==> src/rtl/wslce_correlator.sv <==
// WSLCE sync-word correlator with peak tracking lock FSM.
// Optional inverted-polarity detection: define WSLCE_INV_DET_EN.
module wslce_correlator #(
  parameter int            N        = 23,
  parameter logic [N-1:0]  CODE     = 23'h2C4372,
  parameter int            THRESH   = 21,
  parameter int            MISS_MAX = 2,
  localparam int           W        = $clog2(N + 1)
) (
  input  logic         clk,
  input  logic         rst,
  input  logic         din,
  input  logic         din_valid,
  output logic         match,
`ifdef WSLCE_INV_DET_EN
  output logic         match_inv,
`endif
  output logic [W-1:0] score,
  output logic         locked,
  output logic [W-1:0] phase
);

  localparam int MW = (MISS_MAX < 2) ? 1 : $clog2(MISS_MAX + 1);

  localparam logic [W-1:0]  NW  = W'(N);
  localparam logic [W-1:0]  N1  = W'(N - 1);
  localparam logic [W-1:0]  TH  = W'(THRESH);
  localparam logic [W-1:0]  LO  = W'(N - THRESH);
  localparam logic [MW-1:0] ML  = MW'(MISS_MAX - 1);

  typedef enum logic {SEARCH, LOCKED} state_t;

  state_t        state;
  state_t        state_nx;
  logic [N-1:0]  sr;
  logic [W-1:0]  fill;
  logic          eval;
  logic [W-1:0]  ones;
  logic [W-1:0]  score_nx;
  logic          hit_pos;
  logic          hit_neg;
  logic          hit;
  logic          expected;
  logic [W-1:0]  phase_nx;
  logic [MW-1:0] miss;
  logic [MW-1:0] miss_nx;

  // Chip shift register, fill count and evaluation flag for accepted chips.
  always_ff @(posedge clk or posedge rst) begin
    if (rst) begin
      sr   <= '0;
      fill <= '0;
      eval <= 1'b0;
    end else begin
      eval <= 1'b0;
      if (din_valid) begin
        sr   <= {sr[N-2:0], din};
        eval <= (fill >= N1);
        if (fill != NW)
          fill <= fill + 1'b1;
      end
    end
  end

  // Agreement count: disagreements are popcount of window XOR code.
  always_comb begin
    ones = '0;
    for (int i = 0; i < N; i++)
      ones = ones + W'(sr[i] ^ CODE[i]);
    score_nx = NW - ones;
  end

  // Peak decisions for the window being evaluated this cycle.
  always_comb begin
    hit_pos = (score_nx >= TH);
`ifdef WSLCE_INV_DET_EN
    hit_neg = (score_nx <= LO);
`else
    hit_neg = 1'b0;
`endif
    hit      = eval && (hit_pos || hit_neg);
    expected = (phase == N1);
  end

  // Registered score and one-cycle peak pulses.
  always_ff @(posedge clk or posedge rst) begin
    if (rst) begin
      score <= '0;
      match <= 1'b0;
`ifdef WSLCE_INV_DET_EN
      match_inv <= 1'b0;
`endif
    end else begin
      if (eval)
        score <= score_nx;
      match <= eval && hit_pos;
`ifdef WSLCE_INV_DET_EN
      match_inv <= eval && hit_neg;
`endif
    end
  end

  // Lock state register.
  always_ff @(posedge clk or posedge rst) begin
    if (rst)
      state <= SEARCH;
    else
      state <= state_nx;
  end

  // Lock next state: acquire on any peak, drop after too many misses.
  always_comb begin
    state_nx = state;
    case (state)
      SEARCH: begin
        if (hit)
          state_nx = LOCKED;
      end
      LOCKED: begin
        if (eval && expected && !hit && miss == ML)
          state_nx = SEARCH;
      end
      default: state_nx = SEARCH;
    endcase
  end

  // Lock status output decode.
  always_comb begin
    locked = (state == LOCKED);
  end

  // Phase and miss bookkeeping, advanced only on evaluations.
  always_comb begin
    phase_nx = phase;
    miss_nx  = miss;
    if (eval) begin
      case (state)
        SEARCH: begin
          phase_nx = '0;
          if (hit)
            miss_nx = '0;
        end
        LOCKED: begin
          if (expected) begin
            phase_nx = '0;
            if (hit || miss == ML)
              miss_nx = '0;
            else
              miss_nx = miss + 1'b1;
          end else begin
            phase_nx = phase + 1'b1;
          end
        end
        default: begin
          phase_nx = '0;
          miss_nx  = '0;
        end
      endcase
    end
  end

  // Phase and miss registers.
  always_ff @(posedge clk or posedge rst) begin
    if (rst) begin
      phase <= '0;
      miss  <= '0;
    end else begin
      phase <= phase_nx;
      miss  <= miss_nx;
    end
  end

endmodule

==> config.mk <==
export PLATFORM = sky130hd
export DESIGN_NAME = wslce_correlator
export DESIGN_NICKNAME = d
export VERILOG_FILES = /design/src/rtl/wslce_correlator.sv
export SDC_FILE = /design/constraint.sdc
export NUM_CORES = 1
export LEC_CHECK = 0
export CAP_MARGIN = 20
export CORE_UTILIZATION = 55
export DETAILED_ROUTE_END_ITERATION = 8
export PLACE_DENSITY = 0.75
export REMOVE_ABC_BUFFERS = 1
export SYNTH_ARGS = -nofsm -noshare
export SYNTH_HDL_FRONTEND = slang
export SYNTH_SLANG_ARGS = --single-unit
==> constraint.sdc <==
create_clock -name clk -period 11.44 [get_ports clk]
set_input_delay 2.288 -clock clk [delete_from_list [all_inputs] [get_ports clk]]
set_output_delay 2.288 -clock clk [all_outputs]
set_load 0.1 [all_outputs]
==> results.md, run 1 <==
- Status: completed
- Post-synthesis mux area share: between 6 and 7%
- Sequential cell area fraction in the yosys report: 42.7%
- XOR/XNOR Fraction of Synth Area: 2.68%
- CTS Sinks: 43
- Buf/Inv on CP: 4
- Core Rows: 24
- Final hold violations: 0
- Post-layout min period: ~5.5 ns
- Worst-path clk slew: 0.08 ns
- Vias in the first global route: 1,615
- Distinct cells, synth: 28
- Slew HR: a little over a third
- Min-delay worst type: register to register
- CP Launch Type: register
- Vias/cell: 5.11
- Setup_tns: 0 ns
- Main combinational cell family by area after synthesis: adder cells
- Hpwl dp: between 2000 and 3000 µm
- Most used cell, CP: fa_1
- Critical Path Sink Type: register
- Crit path cell chain: fa_1, inv_1, ha_1, inv_1, fa_1, fa_1, fa_1, fa_1, inv_1, fa_1, inv_1, ha_1, fa_1, or2_2, o2111a_2, nand4bb_1, o22ai_1
- GP Congestion: 0.725
- Layout Nets: 292
- Post-CTS setup buffers: 0
- DRT antenna net count: 0
- Clock latency on the worst-skew pair: 0.30 ns
- Met2 Resource Use GR: 32.0%
- Post-Syn Instances: 230
- Top-area cell type share of the netlist area: approximately 43%
- Post-Synth Simple-Gate Area: 7.69%
- Tightest Pin Transition: 0.967 ns
- Yosys reg bits: 43
- Yosys warns: 0
- Full die area: 4860 µm²
- Gr ovfl total: 0
- Max incr delay on CP: 0.55 ns
- Total track usage: 18.7%
- Crit Path Category: register to register
- CTS Hold Bufs: 0
- Final hold slack: 0.489 ns
- CTS tree: done
- Core area: around 4400 µm²
- Area contributors post-synth: dfrtp_1 43%, fa_1 13%, ha_1 11%
- CTS buffer count: 5
- Total wire length: 3840 µm
- H-tree levels: 2
- Initial antenna violation count: 0
- CTS max path bufs: 2
- Via count: 1,537
- Fmax achieved: 181 MHz
- Top Usage Layer GRT: met2
- IO Port Bufs: 15
- Area added between synthesis and finish: 11.4%
- Synth Area in Adders: 24.9%
- Starting Density: 57.5%
- Met3 Use GR: roughly 4.7%
- Met1 usage: a little under a quarter
- Max-cap violations: 0
- Largest delay share family, worst path: adder cells
- Post-synthesis compound-gate area fraction: 7.44%
- Largest net degree at the start of global routing: 44
- Final core occ: roughly 64%
- Die width: 69.7 µm
- Gates resized, CTS repair: 0
- Setup Skew: 0.00764 ns
- Post-synth EDFFs: 0
- Setup Viol. Count Final: 0
- Main synth FF type: dfrtp_1
- Share of cells above drive strength 1: 9.64%
- Area leader, netlist: dfrtp_1
- Mapped cell area: between 2000 and 3000 µm²
- Arrival time worst endpoint: 5.74 ns
- First-pass GRT wire length: 7010 µm
- RSZ-0062 raised after global routing: false
- Starting DRT DRC Count: 75
- Period utilization: between 40% and 50%
- Wire per inst: approximately 13 µm
- Worst-path fanout max: 4
- Slew Limit Fails: 0
- Syn_area_per_cell: 11.0 µm²
- I/O pin count: 16
- N_diodes: 0
- Asr flop ratio synth: 100%
- Synth cell count leaders: 50 x inv_1, 43 x dfrtp_1, 23 x ha_1, 23 x o21ai_0, 21 x nand2_1
- Filler cells: ~360
- Most common cell in the netlist: inv_1
- Drt drc: 0
- CTS root buf: clkbuf_8
- Slowest CP cell: fa_1
- Chip Height: 69.7 µm
- Worst Path Required: 11.66 ns
- 1st-pass router iterations: 4
-- kinds of logic after synthesis --
logic type / count (synthesis)
mux: 14
fa+ha+maj: 40
flops: 43
buf+inv: 56
compound gates: 32
simple gates: 39
xor+xnor: 6
-- stage by stage --
step | worst slack (ns) | instances | area [µm²]
final | 5.92 | 301 | 2810
after global routing | 5.60 | 301 | 2810
after CTS | 5.88 | 301 | 2810
after detailed placement | 5.89 | 293 | 2730
after global placement | 6.02 | 293 | 2730
after floorplan | 6.11 | 224 | 2500
-- layout by cell type, fill, tap and decap left out, drive strengths merged --
cell and count:
a21boi 1, nand2b 1, o21ai 23, xnor2 5, o22ai 1, fa 17
o21a 1, inv 50, nor2 2, xor3 1, mux2 13, clkinv 1
ha 23, nand4bb 1, or2 2, clkbuf 7, dfrtp 43, mux2i 1
nand4 2, o21bai 1, buf 2, a21oi 1, clkdlybuf4s50 15, nand4b 2
o2111a 1, nand2 21, a22o 3, nor2b 3, nand3 2, and3 3
-- area by class of cell --
| type | instances | area (µm²) | share of cell area (%) |
|---|---|---|---|
| clock buffers | 7 | 76.3 | 2.72 |
| multi-input cells | 131 | 1230 | 43.9 |
| inverters | 50 | 188 | 6.68 |
| flip-flops and latches | 43 | 1080 | 38.3 |
| clock inverters | 1 | 5.00 | 0.178 |
| repair buffers | 17 | 165 | 5.88 |
| well taps | 52 | 65.1 | 2.32 |
-- metal layers --
layer  wire [µm]  up-vias  share of wire (%)
met3         125        6                3.3
li1            -      762                  -
met5           0        -                  0
met2        1980       17                 52
met4          66        0                1.7
met1        1670      752                 43
-- sequential cells by signal (all words and copies together) (netlist names) --
signal  cells
match       1
eval        1
locked      1
miss        2
fill        5
score       5
sr         23
phase       5
-- path summary, 6_finish.rpt --
| kind | from | end | slack, ns | cells past startpoint |
|---|---|---|---|---|
| worst max-delay path | sr[1] | miss[1] | 5.92 | 17 |
| worst min register to register | miss[0] | miss[0] | 0.49 | 1 |
| min in group asynchronous | rst | fill[1] | 2.42 | 3 |
| worst max register to register | sr[1] | miss[1] | 5.92 | 17 |
| worst min-delay path | miss[0] | miss[0] | 0.49 | 1 |
| max in group asynchronous | rst | score[1] | 8.65 | 3 |
Power of run 1 is not shown: default switching activity piles up to over one toggle a cycle in this logic, so the estimate is an artifact.
==> run 2: changes to the inputs <==
--- a/config.mk
+++ b/config.mk
@@ -6,7 +6,7 @@
 export NUM_CORES = 1
 export LEC_CHECK = 0
 export CAP_MARGIN = 20
-export CORE_UTILIZATION = 55
+export CORE_UTILIZATION = 53
 export DETAILED_ROUTE_END_ITERATION = 8
 export PLACE_DENSITY = 0.75
 export REMOVE_ABC_BUFFERS = 1
==> constraint.sdc (replaced) <==
create_clock -name clk -period 4.58 [get_ports clk]
set_input_delay 0.916 -clock clk [delete_from_list [all_inputs] [get_ports clk]]
set_output_delay 0.916 -clock clk [all_outputs]
set_load 0.1 [all_outputs]
==> results.md, run 2 (synthesis gave the netlist of run 1 again) <==
- Worst R2R Path Depth: 17 (unchanged)
- Worst-path clk slew: 0.08 ns (about the same)
- RSZ-0062 raised after global routing: true (was false)
- Setup Skew: 0.00795 ns (was 0.00764 ns)
- Core Rows: 24 (unchanged)
- Hpwl dp: 2940 µm (was 2880 µm)
- Worst Path Required: 4.79 ns (was 11.66 ns)
- Status: finished with violations (was completed)
- Full die area: 5040 µm² (was 4860 µm²)
- Clock latency on the worst-skew pair: 0.29 ns (was 0.30 ns)
- 1st-pass router iterations: 4 (unchanged)
- Final worst slack: -0.584 ns (was 5.92 ns)
- Chip Height: 71.0 µm (was 69.7 µm)
- Largest register FFs: 23 (unchanged)
- Vias in the first global route: 1,675 (was 1,615)
- Final hold violations: 0 (unchanged)
- GP Congestion: 0.776 (was 0.725)
- CTS max path bufs: 2 (unchanged)
- Worst-path fanout max: 4 (unchanged)
- Arrival time worst endpoint: 5.38 ns (was 5.74 ns)
- Met3 wire length: 126 µm (was 125 µm)
- H-tree levels: 2 (unchanged)
- Most flops, register: sr (unchanged)
- Total track usage: 19.1% (was 18.7%)
- Starting DRT DRC Count: 51 (was 75)
- Slew Limit Fails: 0 (unchanged)
- Met2 routed WL: 1970 µm (was 1980 µm)
- CP Launch Type: register (unchanged)
- IO Port Bufs: 15 (unchanged)
- Critical Path Sink Type: register (unchanged)
- Most frequent cells in the layout: 45 x inv_1, 43 x dfrtp_1, 23 x o21ai_0, 21 x nand2_1, 20 x ha_1 (was 50 x inv_1, 43 x dfrtp_1, 23 x o21ai_0, 23 x ha_1, 21 x nand2_1)
- Tightest Pin Transition: 0.979 ns (was 0.967 ns)
- CTS buffer count: 5 (unchanged)
- I/O pin count: 16 (unchanged)
- Routed length on met1: 1840 µm (was 1670 µm)
- Die width: 71.0 µm (was 69.7 µm)
- Total wire length: 4020 µm (was 3840 µm)
- Setup Viol. Count Final: 6 (was 0)
- Final core occ: 65.4% (was 64.1%)
- Wire per inst: 13.0 µm (was 12.8 µm)
- Gr ovfl total: 0 (unchanged)
- Initial antenna violation count: 0 (unchanged)
- Failing checks: negative setup slack
- Period utilization: 113% (was 48.3%)
- Post-layout min period: 5.16 ns (was 5.52 ns)
- N_diodes: 0 (unchanged)
- Filler cells: 354 (was 363)
- Core area: 4470 µm² (was 4380 µm²)
- Drt drc: 0 (unchanged)
- Starting Density: 56.3% (was 57.5%)
- Largest net degree at the start of global routing: 40 (was 44)
- Max-cap violations: 0 (unchanged)
- CTS tree: done (unchanged)
- CTS root buf: clkbuf_8 (unchanged)
- Via count: 1,562 (was 1,537)
- Most common cell after layout, fill and taps aside: inv_1 (unchanged)
- Worst hold stages: 2 (was 1)
- Layout Nets: 301 (was 292)
- DRT antenna net count: 0 (unchanged)
- Fmax achieved: 194 MHz (was 181 MHz)
- Slew HR: 34.5% (was 35.4%)
- Min-delay worst type: register to register (unchanged)
- Place WS: -0.891 ns (was 5.89 ns)
- Top layer in use: met4 (unchanged)
- Vias/cell: 5.07 (was 5.11)
- Share of cells above drive strength 1: 17.6% (was 9.64%)
- Area added between synthesis and finish: 16.0% (was 11.4%)
- Crit Path Category: register to register (unchanged)
- CTS Sinks: 43 (unchanged)
- First-pass GRT wire length: 7270 µm (was 7010 µm)
-- run 2: layout make-up --
type | instances | area (µm²) | share of cell area, %
Timing Repair Buffer | 26 | 253 | 8.64
Multi-Input combinational cell | 131 | 1270 | 43.4
Inverter | 50 | 188 | 6.42
Clock buffer | 6 | 72.6 | 2.48
Sequential cell | 43 | 1080 | 36.8
Tap cell | 52 | 65.1 | 2.23
-- run 2: what timing repair did --
action	CTS	global route
setup endpoints to repair	7	6
hold buffers	0	0
buffers inserted	3	0
pin swaps	10	2
resized for setup	14	2
-- run 2: routing by layer --
metal  GRT usage (%)  up-vias
met3            5.70        7
li1                -      778
met2            31.9       17
met1            23.6      760
met4            7.11        0
met5               0        -
-- run 2: final timing paths --
check | from | to | slack (ns)
worst max register to register | sr[4] | miss[1] | -0.58
worst min register to register | sr[5] | sr[6] | 0.49
max in group asynchronous | rst | sr[4] | 3.04
min in group asynchronous | rst | fill[1] | 0.81
worst max-delay path | sr[4] | miss[1] | -0.58
worst min-delay path | sr[5] | sr[6] | 0.49
-- run 2: critical path, cell delays in order, from the launching register on --
cell and delay [ns]:
dfrtp_1 0.36, inv_2 0.05, fa_2 0.59, ha_4 0.13, inv_2 0.03, fa_1 0.47
fa_2 0.36, fa_1 0.49, fa_1 0.51, inv_2 0.04, fa_1 0.52, inv_1 0.04
ha_2 0.18, fa_2 0.46, or2_4 0.23, o2111a_2 0.26, nand4bb_1 0.20, o22ai_1 0.16
-- run 2: per-stage QoR --
step                area [µm²]  hold slack, ns  std cells  setup TNS [ns]
floorplan                 2500           0.447        224           -2.86
global placement          2770           0.460        299           -3.47
detailed placement        2770           0.468        299           -3.85
CTS                       2890           0.495        307           -2.29
global route              2920           0.516        308           -3.20
finish                    2920           0.488        308           -2.08
Power of run 2 is left out for the same reason.
==> run 3: changes to the inputs <==
--- a/config.mk
+++ b/config.mk
@@ -8,6 +8,7 @@
 export CAP_MARGIN = 20
 export CORE_UTILIZATION = 53
 export DETAILED_ROUTE_END_ITERATION = 8
+export GPL_ROUTABILITY_DRIVEN = 0
 export PLACE_DENSITY = 0.75
 export REMOVE_ABC_BUFFERS = 1
 export SYNTH_ARGS = -nofsm -noshare
==> results of run 3 <==
Same layout as run 2: the final DEF is identical, and so are final timing and power.
Power of run 3 is left out for the same reason.
